`src/rtl/dma_request_arbiter_pkg.sv`:
```
// rtl/dma_request_arbiter_pkg.sv - shared types, encodings and widths for the DMA request arbiter
package dma_request_arbiter_pkg;

    localparam int DATA_W = 16;

    typedef enum logic [1:0] {
        S_IDLE    = 2'd0,
        S_BUSY    = 2'd1,
        S_RELEASE = 2'd2
    } arb_state_e;

    // Watchdog counter width; a disabled watchdog still needs a legal 1-bit vector.
    function automatic int wdog_width(input int timeout);
        return (timeout < 1) ? 1 : $clog2(timeout + 1);
    endfunction

endpackage

```
`src/rtl/dma_request_arbiter_rr_priority_picker.sv`:
```
// rtl/dma_request_arbiter_rr_priority_picker.sv - combinational round-robin picker starting at a pointer
module rr_priority_picker
    import dma_request_arbiter_pkg::*;
#(
    parameter int N_REQ = 2,
    parameter int ID_W  = 3
) (
    input  logic [N_REQ-1:0] i_req,
    input  logic [ID_W-1:0]  i_ptr,
    output logic             o_valid,
    output logic [ID_W-1:0]  o_index
);

    // Offset k from the pointer is scanned in increasing order; the first hit wins.
    always_comb begin
        o_valid = 1'b0;
        o_index = '0;
        for (int k = 0; k < N_REQ; k++) begin
            for (int j = 0; j < N_REQ; j++) begin
                if (!o_valid && i_req[j] && (j == ((int'(i_ptr) + k) % N_REQ))) begin
                    o_valid = 1'b1;
                    o_index = ID_W'(j);
                end
            end
        end
    end

endmodule

```
`src/rtl/dma_request_arbiter.sv`:
```
// rtl/dma_request_arbiter.sv - round-robin arbiter sharing one DMA controller port among N devices
module dma_request_arbiter
    import dma_request_arbiter_pkg::*;
#(
    parameter int N_REQ   = 2,
    parameter int ID_W    = 3,
    parameter int TIMEOUT = 1024
) (
    input  logic                      clk,
    input  logic                      reset,
    input  logic [N_REQ-1:0]          req_rqst,
    input  logic [N_REQ-1:0]          req_rd_wr,
    input  logic [DATA_W*N_REQ-1:0]   req_start_addr,
    input  logic [DATA_W*N_REQ-1:0]   req_num_words,
    input  logic [DATA_W*N_REQ-1:0]   req_dev_out,
    input  logic [N_REQ-1:0]          req_dev_ack,
    output logic [N_REQ-1:0]          req_dma_ack,
    output logic [N_REQ-1:0]          req_end_flag,
    output logic [N_REQ-1:0]          req_error_flag,
    output logic [DATA_W-1:0]         req_dev_in,
    output logic                      dma_rqst,
    output logic                      dma_rd_wr,
    output logic [DATA_W-1:0]         dma_start_address,
    output logic [DATA_W-1:0]         dma_num_words,
    output logic [DATA_W-1:0]         dev_out,
    output logic                      dev_ack,
    input  logic                      dma_ack,
    input  logic                      dma_end_flag,
    input  logic                      dma_error_flag,
    input  logic [DATA_W-1:0]         dev_in,
    output logic [ID_W-1:0]           grant_id,
    output logic                      arb_busy
);

    localparam int              WD_W    = wdog_width(TIMEOUT);
    localparam bit              WD_EN   = (TIMEOUT > 0);
    localparam logic [WD_W-1:0] WD_LAST = WD_W'((TIMEOUT > 0) ? TIMEOUT - 1 : 0);
    localparam logic [WD_W-1:0] WD_MAX  = '1;

    arb_state_e      r_state;
    logic [ID_W-1:0] r_owner;
    logic [ID_W-1:0] r_rr_ptr;
    logic [WD_W-1:0] r_wdog;

    logic             w_pick_valid;
    logic [ID_W-1:0]  w_pick;
    logic             w_route;
    logic             w_wd_expire;
    logic             w_exit;
    logic             w_own_rqst;
    logic             w_own_rd_wr;
    logic             w_own_dev_ack;
    logic [DATA_W-1:0] w_own_addr;
    logic [DATA_W-1:0] w_own_num;
    logic [DATA_W-1:0] w_own_data;

    rr_priority_picker #(
        .N_REQ (N_REQ),
        .ID_W  (ID_W)
    ) u_picker (
        .i_req   (req_rqst),
        .i_ptr   (r_rr_ptr),
        .o_valid (w_pick_valid),
        .o_index (w_pick)
    );

    always_comb begin
        w_own_rqst    = 1'b0;
        w_own_rd_wr   = 1'b0;
        w_own_dev_ack = 1'b0;
        w_own_addr    = '0;
        w_own_num     = '0;
        w_own_data    = '0;
        for (int i = 0; i < N_REQ; i++) begin
            if (r_owner == ID_W'(i)) begin
                w_own_rqst    = req_rqst[i];
                w_own_rd_wr   = req_rd_wr[i];
                w_own_dev_ack = req_dev_ack[i];
                w_own_addr    = req_start_addr[DATA_W*i +: DATA_W];
                w_own_num     = req_num_words[DATA_W*i +: DATA_W];
                w_own_data    = req_dev_out[DATA_W*i +: DATA_W];
            end
        end
    end

    // Routing is suppressed while reset is asserted so a reset in BUSY never leaks a flag pulse.
    assign w_route     = (r_state == S_BUSY) && !reset;
    assign w_wd_expire = WD_EN && w_route && (r_wdog == WD_LAST) && !dma_ack;
    assign w_exit      = dma_end_flag | dma_error_flag | !w_own_rqst | w_wd_expire;

    always_comb begin
        dma_rqst          = w_route & w_own_rqst;
        dma_rd_wr         = w_route & w_own_rd_wr;
        dev_ack           = w_route & w_own_dev_ack;
        dma_start_address = w_route ? w_own_addr : '0;
        dma_num_words     = w_route ? w_own_num  : '0;
        dev_out           = w_route ? w_own_data : '0;
        req_dma_ack       = '0;
        req_end_flag      = '0;
        req_error_flag    = '0;
        for (int i = 0; i < N_REQ; i++) begin
            if (w_route && (r_owner == ID_W'(i))) begin
                req_dma_ack[i]    = dma_ack;
                req_end_flag[i]   = dma_end_flag;
                req_error_flag[i] = dma_error_flag | w_wd_expire;
            end
        end
    end

    assign req_dev_in = dev_in;
    assign grant_id   = r_owner;
    assign arb_busy   = (r_state != S_IDLE);

    always_ff @(posedge clk) begin
        if (reset) begin
            r_state  <= S_IDLE;
            r_owner  <= '0;
            r_rr_ptr <= '0;
            r_wdog   <= '0;
        end else begin
            case (r_state)
                S_IDLE: begin
                    r_wdog <= '0;
                    if (w_pick_valid) begin
                        r_owner  <= w_pick;
                        r_rr_ptr <= (w_pick == ID_W'(N_REQ - 1)) ? '0 : w_pick + 1'b1;
                        r_state  <= S_BUSY;
                    end
                end
                S_BUSY: begin
                    if (dma_ack) begin
                        r_wdog <= '0;
                    end else if (r_wdog != WD_MAX) begin
                        r_wdog <= r_wdog + 1'b1;
                    end
                    if (w_exit) begin
                        r_state <= S_RELEASE;
                    end
                end
                S_RELEASE: begin
                    r_state <= S_IDLE;
                end
                default: begin
                    r_state <= S_IDLE;
                end
            endcase
        end
    end

endmodule

```
`config.mk`:
```
export PLATFORM = sky130hd
export DESIGN_NAME = dma_request_arbiter
export DESIGN_NICKNAME = d
export VERILOG_FILES = /design/src/rtl/dma_request_arbiter_pkg.sv /design/src/rtl/dma_request_arbiter_rr_priority_picker.sv /design/src/rtl/dma_request_arbiter.sv
export SDC_FILE = /design/constraint.sdc
export NUM_CORES = 1
export LEC_CHECK = 0
export BUFFER_PORTS_ARGS = -buffer_cell sky130_fd_sc_hd__buf_4
export CORE_MARGIN = 5
export CORE_UTILIZATION = 36
export CTS_CLUSTER_DIAMETER = 40
export CTS_CLUSTER_SIZE = 25
export DETAILED_ROUTE_END_ITERATION = 8
export GPL_TIMING_DRIVEN = 0
export PLACE_DENSITY = 0.92
export SYNTH_ARGS = -nofsm -noshare
export SYNTH_HDL_FRONTEND = slang
export SYNTH_SLANG_ARGS = --single-unit
export TNS_END_PERCENT = 100
```
`constraint.sdc`:
```
create_clock -name clk -period 3.29 [get_ports clk]
set_input_delay 0.1645 -clock clk [delete_from_list [all_inputs] [get_ports clk]]
set_output_delay 0.1645 -clock clk [all_outputs]
set_load 0.01 [all_outputs]
```
==> results.sh <==
export IMPL_status="completed"
export IMPL_rows=25
export IMPL_diodes=0
export IMPL_setup_viol=0
export IMPL_ys_top_cells_by_count="nor2_1 (57), mux2i_1 (50), buf_4 (18), dfxtp_1 (15), nand2_1 (10)"
export IMPL_cp_cell_sequence="clkbuf_1, buf_2, buf_2, mux2i_1, nor2_1, buf_4"
export IMPL_crit_path_end="dma_num_words[6]"
export IMPL_cp_arrival_ns=1.91
export IMPL_synthTopCellsByArea="mux2i_1 (29%), dfxtp_1 (18%), nor2_1 (13%)"
export IMPL_dieArea_um2=6200
export IMPL_seqPwrFrac=0.270
export IMPL_grt_pass1_vias=2356
export IMPL_hp_class="in -> reg"
export IMPL_crit_path_top_delay_cell="buf_2"
export IMPL_drive_gt1_frac=0.512
export IMPL_fp_dieW_um=78.7
export IMPL_multi_input_area_um2=1160
export IMPL_postCtsHoldBufs=0
export IMPL_fin_util=0.681
export IMPL_cellLeakagePower_nw=1.58
export IMPL_ys_types=37
export IMPL_ctsResizeCount=0
export IMPL_overflow=0
export IMPL_synthFlopType="dfxtp_1"
export IMPL_cts_tree="yes"
export IMPL_syn_area_per_cell_um2=7.27
export IMPL_track_usage=0.237
export IMPL_crit_path_start="grant_id[0]$_SDFFE_PP0P_"
export IMPL_whs_ns=0.215
export IMPL_dieHeight_um=78.7
export IMPL_fmax_mhz=483
export IMPL_top_layer="met4"
export IMPL_synthArstFlopShare=0
export IMPL_cp_start_kind="flop"
export IMPL_path_clk_slew_ns=0.06
export IMPL_start_util=0.365
export IMPL_ff_latch_area_um2=300
export IMPL_io_buffers=181
export IMPL_postSynthCellCount=234
export IMPL_numCtsBuffers=3
export IMPL_h_tree_depth=1
export IMPL_power_density_nw_per_um2=222
export IMPL_synth_edf_count=0
export IMPL_nFillCells=383
export IMPL_crit_family="buffers and inverters"
export IMPL_cp_num_cells=6
export IMPL_final_area_um2=3180
export IMPL_syn_cell_area_um2=1700
export IMPL_r2r_slack_ns=1.44
export IMPL_instances_no_fill=474
export IMPL_grt_max_degree=11
export IMPL_fin_tns_setup_ns=0
export IMPL_dr_wl_met3_um=648
export IMPL_ir_drop_uv=100
export IMPL_critPathRequiredTime_ns=3.13
export IMPL_drtIter0Drc=116
export IMPL_power_switching_mw=0.224
export IMPL_yosysWarnings=0
export IMPL_area_delta_synth_final_pct=86.8
export IMPL_clock_skew_final_ns=0.00518
export IMPL_setup_slack_ns=1.22
export IMPL_slew_viol_final=0
export IMPL_drv_cap=0
export IMPL_swShare=0.318
export IMPL_tightestPinTransition_ns=0.685
export IMPL_fin_crit_ns=2.07
export IMPL_via_per_inst=5.02
export IMPL_p_comb_frac=0.515
export IMPL_yosys_area_top_type="mux2i_1"
export IMPL_antenna_found_initial=0
export IMPL_place_hpwl_um=6740
export IMPL_seq_area_frac_synth=0.177
export IMPL_relSlewSlack=0.538
export IMPL_cts_setup_buffers=0
export IMPL_grt_pass1_wl_um=11700
export IMPL_gp_congestion=0.901
export IMPL_crit_fanout=10
export IMPL_cts_root_buf="clkbuf_8"
export IMPL_wirelength_um=7780
export IMPL_wl_met2_um=4330
export IMPL_synth_seq_cells=15
export IMPL_drt_met1_wl_um=2560
export IMPL_core_area_um2=4660
export IMPL_clkLatencyLatePin_ns=0.25
export IMPL_r2r_start="r_wdog[0]$_SDFFE_PP0P_"
export IMPL_internal_power_mw=0.481
export IMPL_hold_viol_final=0
export IMPL_path_buf_inv=4
export IMPL_fin_crit_sh=0.629
export IMPL_end_kind="primary output"
export IMPL_num_vias=2378
export IMPL_ant_nets=0
export IMPL_drt_wirelength_per_cell_um=16.4
export IMPL_criticalPathCategory="reg -> out"
export IMPL_drcViolationCount=0
export IMPL_rsz0062_at_grt="no"
export IMPL_dp_cells=470
export IMPL_slowest_delay_ns=0.35
export IMPL_drtPass1Iterations=5
export IMPL_yosysMostFrequentCell="nor2_1"
export IMPL_r2r_cells=7
export IMPL_p_clk_frac=0.215
export IMPL_synth_top_cell_area_share=0.294
export IMPL_post_dp_cell_area_um2=3130
export IMPL_nets=545
export IMPL_dpl_worst_slack_ns=1.40
export IMPL_clock_sinks=15
export IMPL_regToRegEndpoint="r_wdog[6]$_SDFFE_PP0P_"
export IMPL_clk_path_buf_depth=2
export IMPL_io_pins=200
export IMPL_critPathMostFrequentCell="buf_2"
export IMPL_power_mw=0.705
-- layer usage --
metal	vias to the layer above	GRT usage
li1	1167	-
met1	1078	0.245
met2	114	0.451
met3	19	0.0658
met4	0	0.0822
met5	-	0
-- kinds of logic after synthesis --
logic type / Yosys count / share of synthesized area
fa+ha+maj: 1 / 0.00736
simple gates: 95 / 0.260
buf+inv: 41 / 0.143
other cells: 1 / 0.00221
mux: 51 / 0.301
flops: 15 / 0.177
compound gates: 30 / 0.110
-- layout make-up --
cell class,instances,share of cell area
plain buffers,36,0.0705
clock buffers,4,0.0142
inverters,5,0.00591
multi-input cells,179,0.366
flip-flops and latches,15,0.0946
well taps,54,0.0213
repair buffers,181,0.428
-- cell usage in the layout, fill, tap and decap left out, types with 2 or more instances in the layout --
cell	netlist	layout
buf_1	2	2
and3_1	4	4
buf_2	5	5
conb_1	1	2
clkbuf_1	9	10
dfxtp_1	15	15
inv_1	5	5
and2_1	2	2
nor3_1	3	3
a21oi_1	9	9
clkbuf_8	0	3
mux2i_1	50	50
nand2_1	10	10
a41oi_1	3	3
nor3b_1	2	2
buf_4	18	199
nor2_1	57	57
and4_2	2	2
a31oi_1	4	4
nand3_1	3	3
buf_6	2	2
o21ai_0	8	8
or3_1	3	3
nand4_1	3	3
-- worst min-delay path, stage by stage --
cell	delay [ns]
buf_4	0.08
inv_1	0.06
a31oi_1	0.12
-- power by group through the flow --
stage	Combinational, mW	Clock (mW)	Sequential, mW
global placement	0.357	0	0.194
floorplan	0.171	0	0.194
detailed placement	0.364	0	0.194
global route	0.396	0.166	0.191
CTS	0.366	0.156	0.190
finish	0.363	0.152	0.190
-- worst min-delay path by stage --
stage / from / end / slack [ns] / depth (start not counted)
floorplan: dma_end_flag / r_state[1]$_SDFFE_PP0P_ / 0.34 / 2
global placement: r_rr_ptr[0]$_SDFFE_PP0P_ / r_rr_ptr[0]$_SDFFE_PP0P_ / 0.45 / 2
detailed placement: r_rr_ptr[0]$_SDFFE_PP0P_ / r_rr_ptr[0]$_SDFFE_PP0P_ / 0.46 / 2
CTS: dma_end_flag / r_state[1]$_SDFFE_PP0P_ / 0.22 / 3
global route: dma_end_flag / r_state[1]$_SDFFE_PP0P_ / 0.23 / 3
finish: dma_end_flag / r_state[1]$_SDFFE_PP0P_ / 0.22 / 3
-- flip-flops by register name, indices dropped and copies added, names as in the netlist --
name / cells
r_wdog: 11
r_state: 2
grant_id: 1
r_rr_ptr: 1
Power figures use the tool's default switching activity.
